[config.mk]
export PLATFORM = sky130hd
export DESIGN_NAME = sha256_stream_core
export DESIGN_NICKNAME = d
export VERILOG_FILES = /design/src/rtl/sha256_stream_core.sv
export SDC_FILE = /design/constraint.sdc
export NUM_CORES = 2
export LEC_CHECK = 0
export BUFFER_PORTS_ARGS = -buffer_cell sky130_fd_sc_hd__clkbuf_2
export CAP_MARGIN = 0
export CORE_MARGIN = 8
export CORE_UTILIZATION = 30
export CTS_BUF_LIST = sky130_fd_sc_hd__clkbuf_16
export DETAILED_ROUTE_END_ITERATION = 8
export PLACE_DENSITY = 0.49
export REMOVE_ABC_BUFFERS = 1
export SYNTH_ARGS = -nofsm -noshare
export SYNTH_HDL_FRONTEND = slang
export SYNTH_SLANG_ARGS = --single-unit
[constraint.sdc]
create_clock -name clk -period 48.9 [get_ports clk]
set_clock_uncertainty 0.2 [all_clocks]
set_input_delay 9.78 -clock clk [delete_from_list [all_inputs] [get_ports clk]]
set_output_delay 9.78 -clock clk [all_outputs]
set_load 0.02 [all_outputs]
[src/rtl/sha256_stream_core.sv]
// sha256_stream_core: iterative SHA-256 compression engine with a valid/ready
// word stream input and a parallel 256-bit digest. The caller supplies
// pre-padded 512-bit blocks. H is chained across blocks until a block is
// flagged final with in_last.
//
// Parameters:
//   IN_W  input beat width, 32 or 64. For 64, in_data[63:32] is the earlier word.
//
// Ports:
//   clk, rst           clock and asynchronous active-high reset
//   start              begins a new message; honoured only in IDLE or DONE
//   mode               1 = SHA-224 (only with SHA224_EN, otherwise ignored)
//   in_valid/in_ready  beat handshake; in_data carries one beat
//   in_last            final-block flag, sampled on the block's last beat
//   busy               high in LOAD, ROUND and UPDATE
//   block_done         one-cycle pulse after each block's H update
//   digest_valid       digest is valid; held until the next start
//   digest             H0..H7, H0 in [255:224]
//
// Optional feature macro: SHA224_EN (SHA-224 IV and truncated digest on mode=1).
module sha256_stream_core #(
  parameter int unsigned IN_W = 32
) (
  input  logic            clk,
  input  logic            rst,
  input  logic            start,
  input  logic            mode,
  input  logic            in_valid,
  output logic            in_ready,
  input  logic [IN_W-1:0] in_data,
  input  logic            in_last,
  output logic            busy,
  output logic            block_done,
  output logic            digest_valid,
  output logic [255:0]    digest
);
  localparam int unsigned WPB    = 512 / IN_W;
  localparam int unsigned NW     = IN_W / 32;
  localparam int unsigned BEAT_W = $clog2(WPB);

  typedef enum logic [2:0] {S_IDLE, S_LOAD, S_ROUND, S_UPDATE, S_DONE} state_e;

  localparam logic [31:0] K [64] = '{
    32'h428a2f98, 32'h71374491, 32'hb5c0fbcf, 32'he9b5dba5, 32'h3956c25b, 32'h59f111f1, 32'h923f82a4, 32'hab1c5ed5,
    32'hd807aa98, 32'h12835b01, 32'h243185be, 32'h550c7dc3, 32'h72be5d74, 32'h80deb1fe, 32'h9bdc06a7, 32'hc19bf174,
    32'he49b69c1, 32'hefbe4786, 32'h0fc19dc6, 32'h240ca1cc, 32'h2de92c6f, 32'h4a7484aa, 32'h5cb0a9dc, 32'h76f988da,
    32'h983e5152, 32'ha831c66d, 32'hb00327c8, 32'hbf597fc7, 32'hc6e00bf3, 32'hd5a79147, 32'h06ca6351, 32'h14292967,
    32'h27b70a85, 32'h2e1b2138, 32'h4d2c6dfc, 32'h53380d13, 32'h650a7354, 32'h766a0abb, 32'h81c2c92e, 32'h92722c85,
    32'ha2bfe8a1, 32'ha81a664b, 32'hc24b8b70, 32'hc76c51a3, 32'hd192e819, 32'hd6990624, 32'hf40e3585, 32'h106aa070,
    32'h19a4c116, 32'h1e376c08, 32'h2748774c, 32'h34b0bcb5, 32'h391c0cb3, 32'h4ed8aa4a, 32'h5b9cca4f, 32'h682e6ff3,
    32'h748f82ee, 32'h78a5636f, 32'h84c87814, 32'h8cc70208, 32'h90befffa, 32'ha4506ceb, 32'hbef9a3f7, 32'hc67178f2
  };

  localparam logic [31:0] IV256 [8] = '{
    32'h6a09e667, 32'hbb67ae85, 32'h3c6ef372, 32'ha54ff53a,
    32'h510e527f, 32'h9b05688c, 32'h1f83d9ab, 32'h5be0cd19
  };

`ifdef SHA224_EN
  localparam logic [31:0] IV224 [8] = '{
    32'hc1059ed8, 32'h367cd507, 32'h3070dd17, 32'hf70e5939,
    32'hffc00b31, 32'h68581511, 32'h64f98fa7, 32'hbefa4fa4
  };
  logic mode_q, mode_d;
`else
  logic unused_mode;
  assign unused_mode = mode;
`endif

  function automatic logic [31:0] rotr(input logic [31:0] x, input int unsigned n);
    return (x >> n) | (x << (32 - n));
  endfunction
  function automatic logic [31:0] bsig0(input logic [31:0] x);
    return rotr(x, 2) ^ rotr(x, 13) ^ rotr(x, 22);
  endfunction
  function automatic logic [31:0] bsig1(input logic [31:0] x);
    return rotr(x, 6) ^ rotr(x, 11) ^ rotr(x, 25);
  endfunction
  function automatic logic [31:0] ssig0(input logic [31:0] x);
    return rotr(x, 7) ^ rotr(x, 18) ^ (x >> 3);
  endfunction
  function automatic logic [31:0] ssig1(input logic [31:0] x);
    return rotr(x, 17) ^ rotr(x, 19) ^ (x >> 10);
  endfunction

  state_e              state_q, state_d;
  logic [BEAT_W-1:0]   beat_q, beat_d;
  logic [5:0]          rnd_q, rnd_d;
  logic                final_q, final_d;
  logic [31:0]         w_q [16];
  logic [31:0]         w_d [16];
  logic [31:0]         v_q [8];   // working variables a..h
  logic [31:0]         v_d [8];
  logic [31:0]         h_q [8];
  logic [31:0]         h_d [8];
  logic [255:0]        digest_q, digest_d;
  logic                in_ready_q, in_ready_d;
  logic                busy_q, busy_d;
  logic                block_done_q, block_done_d;
  logic                digest_valid_q, digest_valid_d;
  logic [31:0]         t1, t2;

  // Next-state, datapath and registered-output logic
  always_comb begin
    state_d        = state_q;
    beat_d         = beat_q;
    rnd_d          = rnd_q;
    final_d        = final_q;
    w_d            = w_q;
    v_d            = v_q;
    h_d            = h_q;
    digest_d       = digest_q;
    in_ready_d     = 1'b0;
    busy_d         = 1'b0;
    block_done_d   = 1'b0;
    digest_valid_d = 1'b0;
    t1             = '0;
    t2             = '0;
`ifdef SHA224_EN
    mode_d         = mode_q;
`endif

    case (state_q)
      S_IDLE, S_DONE: begin
        if (start) begin
          state_d = S_LOAD;
          beat_d  = '0;
          for (int i = 0; i < 8; i++) h_d[i] = IV256[i];
`ifdef SHA224_EN
          mode_d = mode;
          if (mode) for (int i = 0; i < 8; i++) h_d[i] = IV224[i];
`endif
        end
      end
      S_LOAD: begin
        if (in_valid && in_ready_q) begin
          for (int j = 0; j < int'(NW); j++)
            w_d[4'(int'(beat_q) * int'(NW) + j)] = in_data[IN_W-1-32*j -: 32];
          if (beat_q == BEAT_W'(WPB - 1)) begin
            beat_d  = '0;
            rnd_d   = '0;
            final_d = in_last;
            v_d     = h_q;
            state_d = S_ROUND;
          end else begin
            beat_d = beat_q + BEAT_W'(1);
          end
        end
      end
      S_ROUND: begin
        t1 = v_q[7] + bsig1(v_q[4]) + ((v_q[4] & v_q[5]) ^ (~v_q[4] & v_q[6])) + K[rnd_q] + w_q[0];
        t2 = bsig0(v_q[0]) + ((v_q[0] & v_q[1]) ^ (v_q[0] & v_q[2]) ^ (v_q[1] & v_q[2]));
        v_d[7] = v_q[6];
        v_d[6] = v_q[5];
        v_d[5] = v_q[4];
        v_d[4] = v_q[3] + t1;
        v_d[3] = v_q[2];
        v_d[2] = v_q[1];
        v_d[1] = v_q[0];
        v_d[0] = t1 + t2;
        // Window always holds W[t..t+15]; the head is consumed each round
        for (int i = 0; i < 15; i++) w_d[i] = w_q[i+1];
        w_d[15] = ssig1(w_q[14]) + w_q[9] + ssig0(w_q[1]) + w_q[0];
        rnd_d = rnd_q + 6'd1;
        if (rnd_q == 6'd63) state_d = S_UPDATE;
      end
      S_UPDATE: begin
        for (int i = 0; i < 8; i++) h_d[i] = h_q[i] + v_q[i];
        if (final_q) begin
          state_d = S_DONE;
          for (int i = 0; i < 8; i++) digest_d[255-32*i -: 32] = h_q[i] + v_q[i];
`ifdef SHA224_EN
          if (mode_q) digest_d[31:0] = '0;
`endif
        end else begin
          state_d = S_LOAD;
        end
      end
      default: state_d = S_IDLE;
    endcase

    in_ready_d     = (state_d == S_LOAD);
    busy_d         = (state_d == S_LOAD) || (state_d == S_ROUND) || (state_d == S_UPDATE);
    block_done_d   = (state_q == S_UPDATE);
    // A start accepted in DONE drops digest_valid on the same edge
    digest_valid_d = (state_q == S_DONE) && (state_d == S_DONE);
  end

  // State and datapath registers
  always_ff @(posedge clk or posedge rst) begin
    if (rst) begin
      state_q        <= S_IDLE;
      beat_q         <= '0;
      rnd_q          <= '0;
      final_q        <= 1'b0;
      w_q            <= '{default: '0};
      v_q            <= '{default: '0};
      h_q            <= '{default: '0};
      digest_q       <= '0;
      in_ready_q     <= 1'b0;
      busy_q         <= 1'b0;
      block_done_q   <= 1'b0;
      digest_valid_q <= 1'b0;
`ifdef SHA224_EN
      mode_q         <= 1'b0;
`endif
    end else begin
      state_q        <= state_d;
      beat_q         <= beat_d;
      rnd_q          <= rnd_d;
      final_q        <= final_d;
      w_q            <= w_d;
      v_q            <= v_d;
      h_q            <= h_d;
      digest_q       <= digest_d;
      in_ready_q     <= in_ready_d;
      busy_q         <= busy_d;
      block_done_q   <= block_done_d;
      digest_valid_q <= digest_valid_d;
`ifdef SHA224_EN
      mode_q         <= mode_d;
`endif
    end
  end

  assign in_ready     = in_ready_q;
  assign busy         = busy_q;
  assign block_done   = block_done_q;
  assign digest_valid = digest_valid_q;
  assign digest       = digest_q;

endmodule
Yosys cells after proc, flatten, opt, wreduce, memory -nomap -nowiden
Memories as Yosys holds them, arrays and structs flattened.
Cells that the tools add are included.

word-level totals
  flip-flop bits (word level) = 1,298
  ROM bits = 2,048
  input bits = 38
  output and inout port bits = 260
  word-level logic and storage cells = 148
  memories = 1

memory list
  name              depth  width  rd ports  clocked after Yosys merged registers in  wr ports  RTL line  RTL
  (name not given)  64     32     1         0                                        0         151       t1 = v_q[7] + bsig1(v_q[4]) + ((v_q[4] & v_q[5]) ^ (~v_q[4] & v_q[6])) + K[rnd_q] + w_q[0];

operators by class
  add/sub/neg operators = 20
  magnitude comparators = 3
  eq/ne operators = 13
  mux-type cells = 25
  bitwise logic cells = 29
  reduce and logical (&&, ||, !) cells = 16

operator list
  kind                                             number
  256-bit one-hot mux with 2 select lines          2
  512-bit one-hot mux with 2 select lines          1
  256-bit 2-to-1 mux                               3
  32-bit adder                                     18
  512-bit bitwise mux                              1
  512-bit 2-to-1 mux                               1
  32-bit bitwise XOR                               9
  32-bit AND                                       5
  32-bit demux with 4-bit select                   1
  32-bit 2-to-1 mux                                3
  32-bit NOT                                       1
  10-bit by 32-bit bitwise OR with 32-bit output   1
  13-bit by 32-bit bitwise OR with 32-bit output   1
  14-bit by 32-bit bitwise OR with 32-bit output   1
  15-bit by 32-bit bitwise OR with 32-bit output   1
  19-bit by 32-bit bitwise OR with 32-bit output   1
  21-bit by 32-bit bitwise OR with 32-bit output   1
  25-bit by 32-bit bitwise OR with 32-bit output   1
  26-bit by 32-bit bitwise OR with 32-bit output   1
  30-bit by 32-bit bitwise OR with 32-bit output   1
  7-bit by 32-bit bitwise OR with 32-bit output    1
  32-bit by 22-bit bitwise XOR with 32-bit output  1
  32-bit by 29-bit bitwise XOR with 32-bit output  1
  3-bit 2-to-1 mux                                 5
  25 further kinds                                 44

Depth between registers and ports, before layout
  depth after elaboration = 9
  gate-level depth with buffers = 37
  gate-level depth less buffers = 34

Worst setup path after synthesis
No wires, ideal clock.

  kind = input-to-reg
  from = input port in_valid
  to = register v_q[0] in the netlist's numbering
  setup time = 0.141 ns
  arrival = 11.263 ns
  data required time = 48.559 ns
  slack = 37.296 ns
  stages = 9
  path buffers = 3
  cell sequence = nand3b_1 > nor2_1 > nand2_1 > a21o_1 > inv_1 > clkbuf_1 > clkbuf_1 > clkbuf_1 > a31oi_1

between the ends
  longest elaborated chain between the ends = 3

RTL lines
  element                          RTL line  RTL
  start, declared                  28        input logic in_valid,
  1-bit logical AND                136       if (in_valid && in_ready_q) begin
  2-bit inequality test (no line)  --
  3-bit AND reduction (no line)    --
  end signal, assigned             213       v_q <= v_d;
  end, declared                    92        logic [31:0] v_q [8];

Every way passes these cells.
A chain may end at the register's enable or synchronous reset.

==> out/results.tsv <==
stage	metric	value	unit
run_status	status	completed	
clock_network	cts_resized	0	
cells_and_area	multi_input_area	43600	sq um
critical_path	crit_top_cell	buf_4	
clock_network	cts-root-buf	clkbuf_16	
clock_network	path_clk_slew	0.05	ns
critical_path	worstPathArrival	14.28	ns
critical_path	path_max_fanout	135	
timing	setup_tns	0	ns
global_routing	grtUsageTotal	19.2	%
critical_path	path_buf_inv	7	
critical_path	r2r_cells	31	
detailed_routing	vias	65200	
clock_network	cts_setup_buffers	0	
synthesis	synth_seq_cells	1298	
synthesis	synth_ff_type	dfrtp_1	
timing	holdWs	0.235	ns
synthesis	yosysUniqueCellTypes	91	
cells_and_area	fin_util	33.8	%
placed_design	port_buffers	296	
timing	max_freq	73.1	MHz
floorplanning	io_pins	298	
critical_path	r2r_end	v_q[253]	
timing	period_minus_slack	13.67	ns
floorplanning	design.die.area	283000	sq um
clock_network	clockBufferDepth	3	
synthesis	synthTopCellsByArea	dfrtp_1 (41%), nand2_1 (9.2%), ha_1 (6.2%), o21ai_0 (6.1%), fa_1 (4.9%)	
synthesis	yosys.area.top_type	dfrtp_1	
global_routing	grt_start_max_net_pins	259	
detailed_routing	dr.pass1.iters	7	
synthesis	ys_seq_area_share	40.6	%
timing	fin_crit_sh	28.0	%
synthesis	yosys.area.top_type_share	40.6	%
synthesis	synth-async-reset-ratio	100	%
critical_path	worst-r2r-setup-slack	38.66	ns
synthesis	syn_area	80000	sq um
floorplanning	start_util	30.2	%
critical_path	crit_family	buffers and inverters	
floorplanning	chipHeight	532	microns
synthesis	syn_avg_cell_area	8.71	sq um
clock_network	cts_tree	done	
clock_network	cts_inserted_buffers	159	
timing	rsz0062_at_grt	no	
cells_and_area	drive_gt1_share	7.84	%
global_routing	antenna_found_initial	14	
timing	finalHoldViolCount	0	
placed_design	place_area	84600	sq um
placed_design	gp_congestion	0.941	
cells_and_area	synthToLayoutAreaGrowth	12.2	%
synthesis	synth_warnings	0	
floorplanning	die_x	532	microns
clock_network	cts.sinks	1298	
clock_network	clk_latency	0.84	ns
timing	max_slew_margin	13.9	%
critical_path	start_kind	input port	
floorplanning	std_cell_rows	189	
global_routing	gr-total-overflow	0	
clock_network	htree_levels	4	
floorplanning	core_area	265000	sq um
cells_and_area	fin_area	89700	sq um
cells_and_area	regArea	32500	sq um
global_routing	grt_first_pass_wirelength	421000	microns
timing	maxSlewViolCount	0	
worst_hold_path	min_to	w_q[58]	
synthesis	synth_enable_flop_cells	0	
timing	setup_viol	0	
timing	tightest_slew	1.27	ns
detailed_routing	via_per_inst	5.08	
detailed_routing	drt-initial-drc-count	5107	
clock_network	cts_hold_buffers	0	
placed_design	dp_hpwl	203000	microns
cells_and_area	fin_nets	9796	
critical_path	critPathKind	input port to asynchronous set/reset pin	
detailed_routing	post-route-drc-count	0	
detailed_routing	wl_per_cell	21.8	microns
critical_path	r2r_start	rnd_q[1]	
worst_hold_path	holdCritPathClass	flip-flop to flip-flop	
critical_path	slowest_stage	buf_4	
critical_path	end_kind	asynchronous set/reset pin	
detailed_routing	ant_nets	0	
critical_path	cp_cell_sequence	clkbuf_2 -> inv_8 -> buf_12 -> buf_4 -> buf_4 -> buf_4 -> buf_4	
worst_hold_path	holdPathStages	2	
flow_run	maxCapViolations	0	
critical_path	crit_required	49.51	ns
cells_and_area	nFillCells	27400	
worst_hold_path	hold_start	w_q[26]	
critical_path	crit_path_max_incr_delay	0.86	ns
detailed_routing	routed_wl	279000	microns
global_routing	grt_pass1_vias	64300	
synthesis	syn_inst	9184	
[Yosys cell counts (39+ instances only)]
cell         n
o21bai_1    58
nor2_1     558
o21ai_0    969
a31oi_1    262
a21o_1     160
inv_1      497
clkbuf_1   506
nor2b_1     50
dfrtp_1   1298
xnor2_1    307
nor3_1      74
xor2_1     274
a211oi_1    46
o22ai_1     49
nand3_1     72
o21a_1      39
ha_1       397
nand2_1   1960
fa_1       195
a21oi_1    525
nand2b_1    48
buf_1       56
mux2i_1    281
[worst register-to-register path, delay by kind of cell, from the launching register on]
| family | cells | cell delay, ns |
|---|---|---|
| xor+xnor | 1 | 0.52 |
| flops | 1 | 0.32 |
| compound gates | 15 | 3.89 |
| simple gates | 3 | 0.74 |
| mux | 2 | 0.68 |
| fa+ha+maj | 5 | 2.40 |
| buf+inv | 5 | 1.35 |
[final cells by class]
class / count / area share, %
clock buffer: 161 / 4.49
antenna: 7 / 0.0195
clock inverter: 122 / 1.17
inverter: 502 / 2.12
multi-input combinational: 6819 / 48.6
tap: 3533 / 4.93
timing repair buffer: 386 / 2.50
sequential: 1298 / 36.2
[metal layers]
metal	GRT usage [%]	share of wire (%)	vias to the layer above
met5	0	0.0047	-
met4	7.25	4.1	2
met3	2.85	4.9	376
met2	29.0	43	1693
met1	27.6	48	32000
li1	-	-	31100
[sequential cells by signal, summed over array words and instances, names as in the netlist, 3 cells and up]
name     count
beat_q       4
digest     256
h_q        256
v_q        256
state_q      3
w_q        512
rnd_q        6
[placed cells by master, fill, tap and decap left out, drive strengths merged, types with 16 or more instances in the layout]
| master | instances |
|---|---|
| nand2 | 1961 |
| dfrtp | 1298 |
| o21ai | 979 |
| nor2 | 558 |
| inv | 538 |
| a21oi | 525 |
| clkbuf | 457 |
| ha | 397 |
| xnor2 | 308 |
| mux2i | 281 |
| xor2 | 274 |
| a31oi | 264 |
| fa | 195 |
| a21o | 160 |
| buf | 90 |
| nor3 | 74 |
| nand3 | 72 |
| clkinv | 68 |
| o21bai | 58 |
| nor2b | 50 |
| o22ai | 49 |
| nand2b | 48 |
| a211oi | 47 |
| o21a | 39 |
| o211ai | 35 |
| and3 | 34 |
| mux2 | 32 |
| or3 | 25 |
| o31ai | 25 |
| nand4 | 23 |
| or2 | 19 |
| a31o | 18 |
| and2 | 16 |
[kinds of logic after synthesis]
| group | share of synthesized area, % |
|---|---|
| flops | 40.6 |
| fa+ha+maj | 11.1 |
| compound gates | 17.6 |
| buf+inv | 5.01 |
| xor+xnor | 6.47 |
| mux | 4.19 |
| simple gates | 15.0 |
[through the flow]
| step | worst slack (ns) | std cells |
|---|---|---|
| 5_1_grt | 34.48 | 12800 |
| 4_1_cts | 34.94 | 12800 |
| 3_5_place_dp | 34.02 | 12500 |
| 2_1_floorplan | 2.33 | 8619 |
| 3_3_place_gp | 34.12 | 12500 |
| 6_report | 35.23 | 12800 |
[worst max-delay path by stage]
stage / cells past startpoint / endpoint / from / slack, ns
after CTS: 7 / w_q[398] / rst / 34.94
after detailed placement: 7 / w_q[331] / rst / 34.02
after floorplan: 1 / beat_q[0] / rst / 2.33
after global routing: 7 / w_q[428] / rst / 34.48
after global placement: 7 / w_q[395] / rst / 34.12
final: 7 / w_q[398] / rst / 35.23
Power is left out: the tool's default activity adds up to more than one toggle a clock period on the data nets, which glitch-free logic cannot reach.
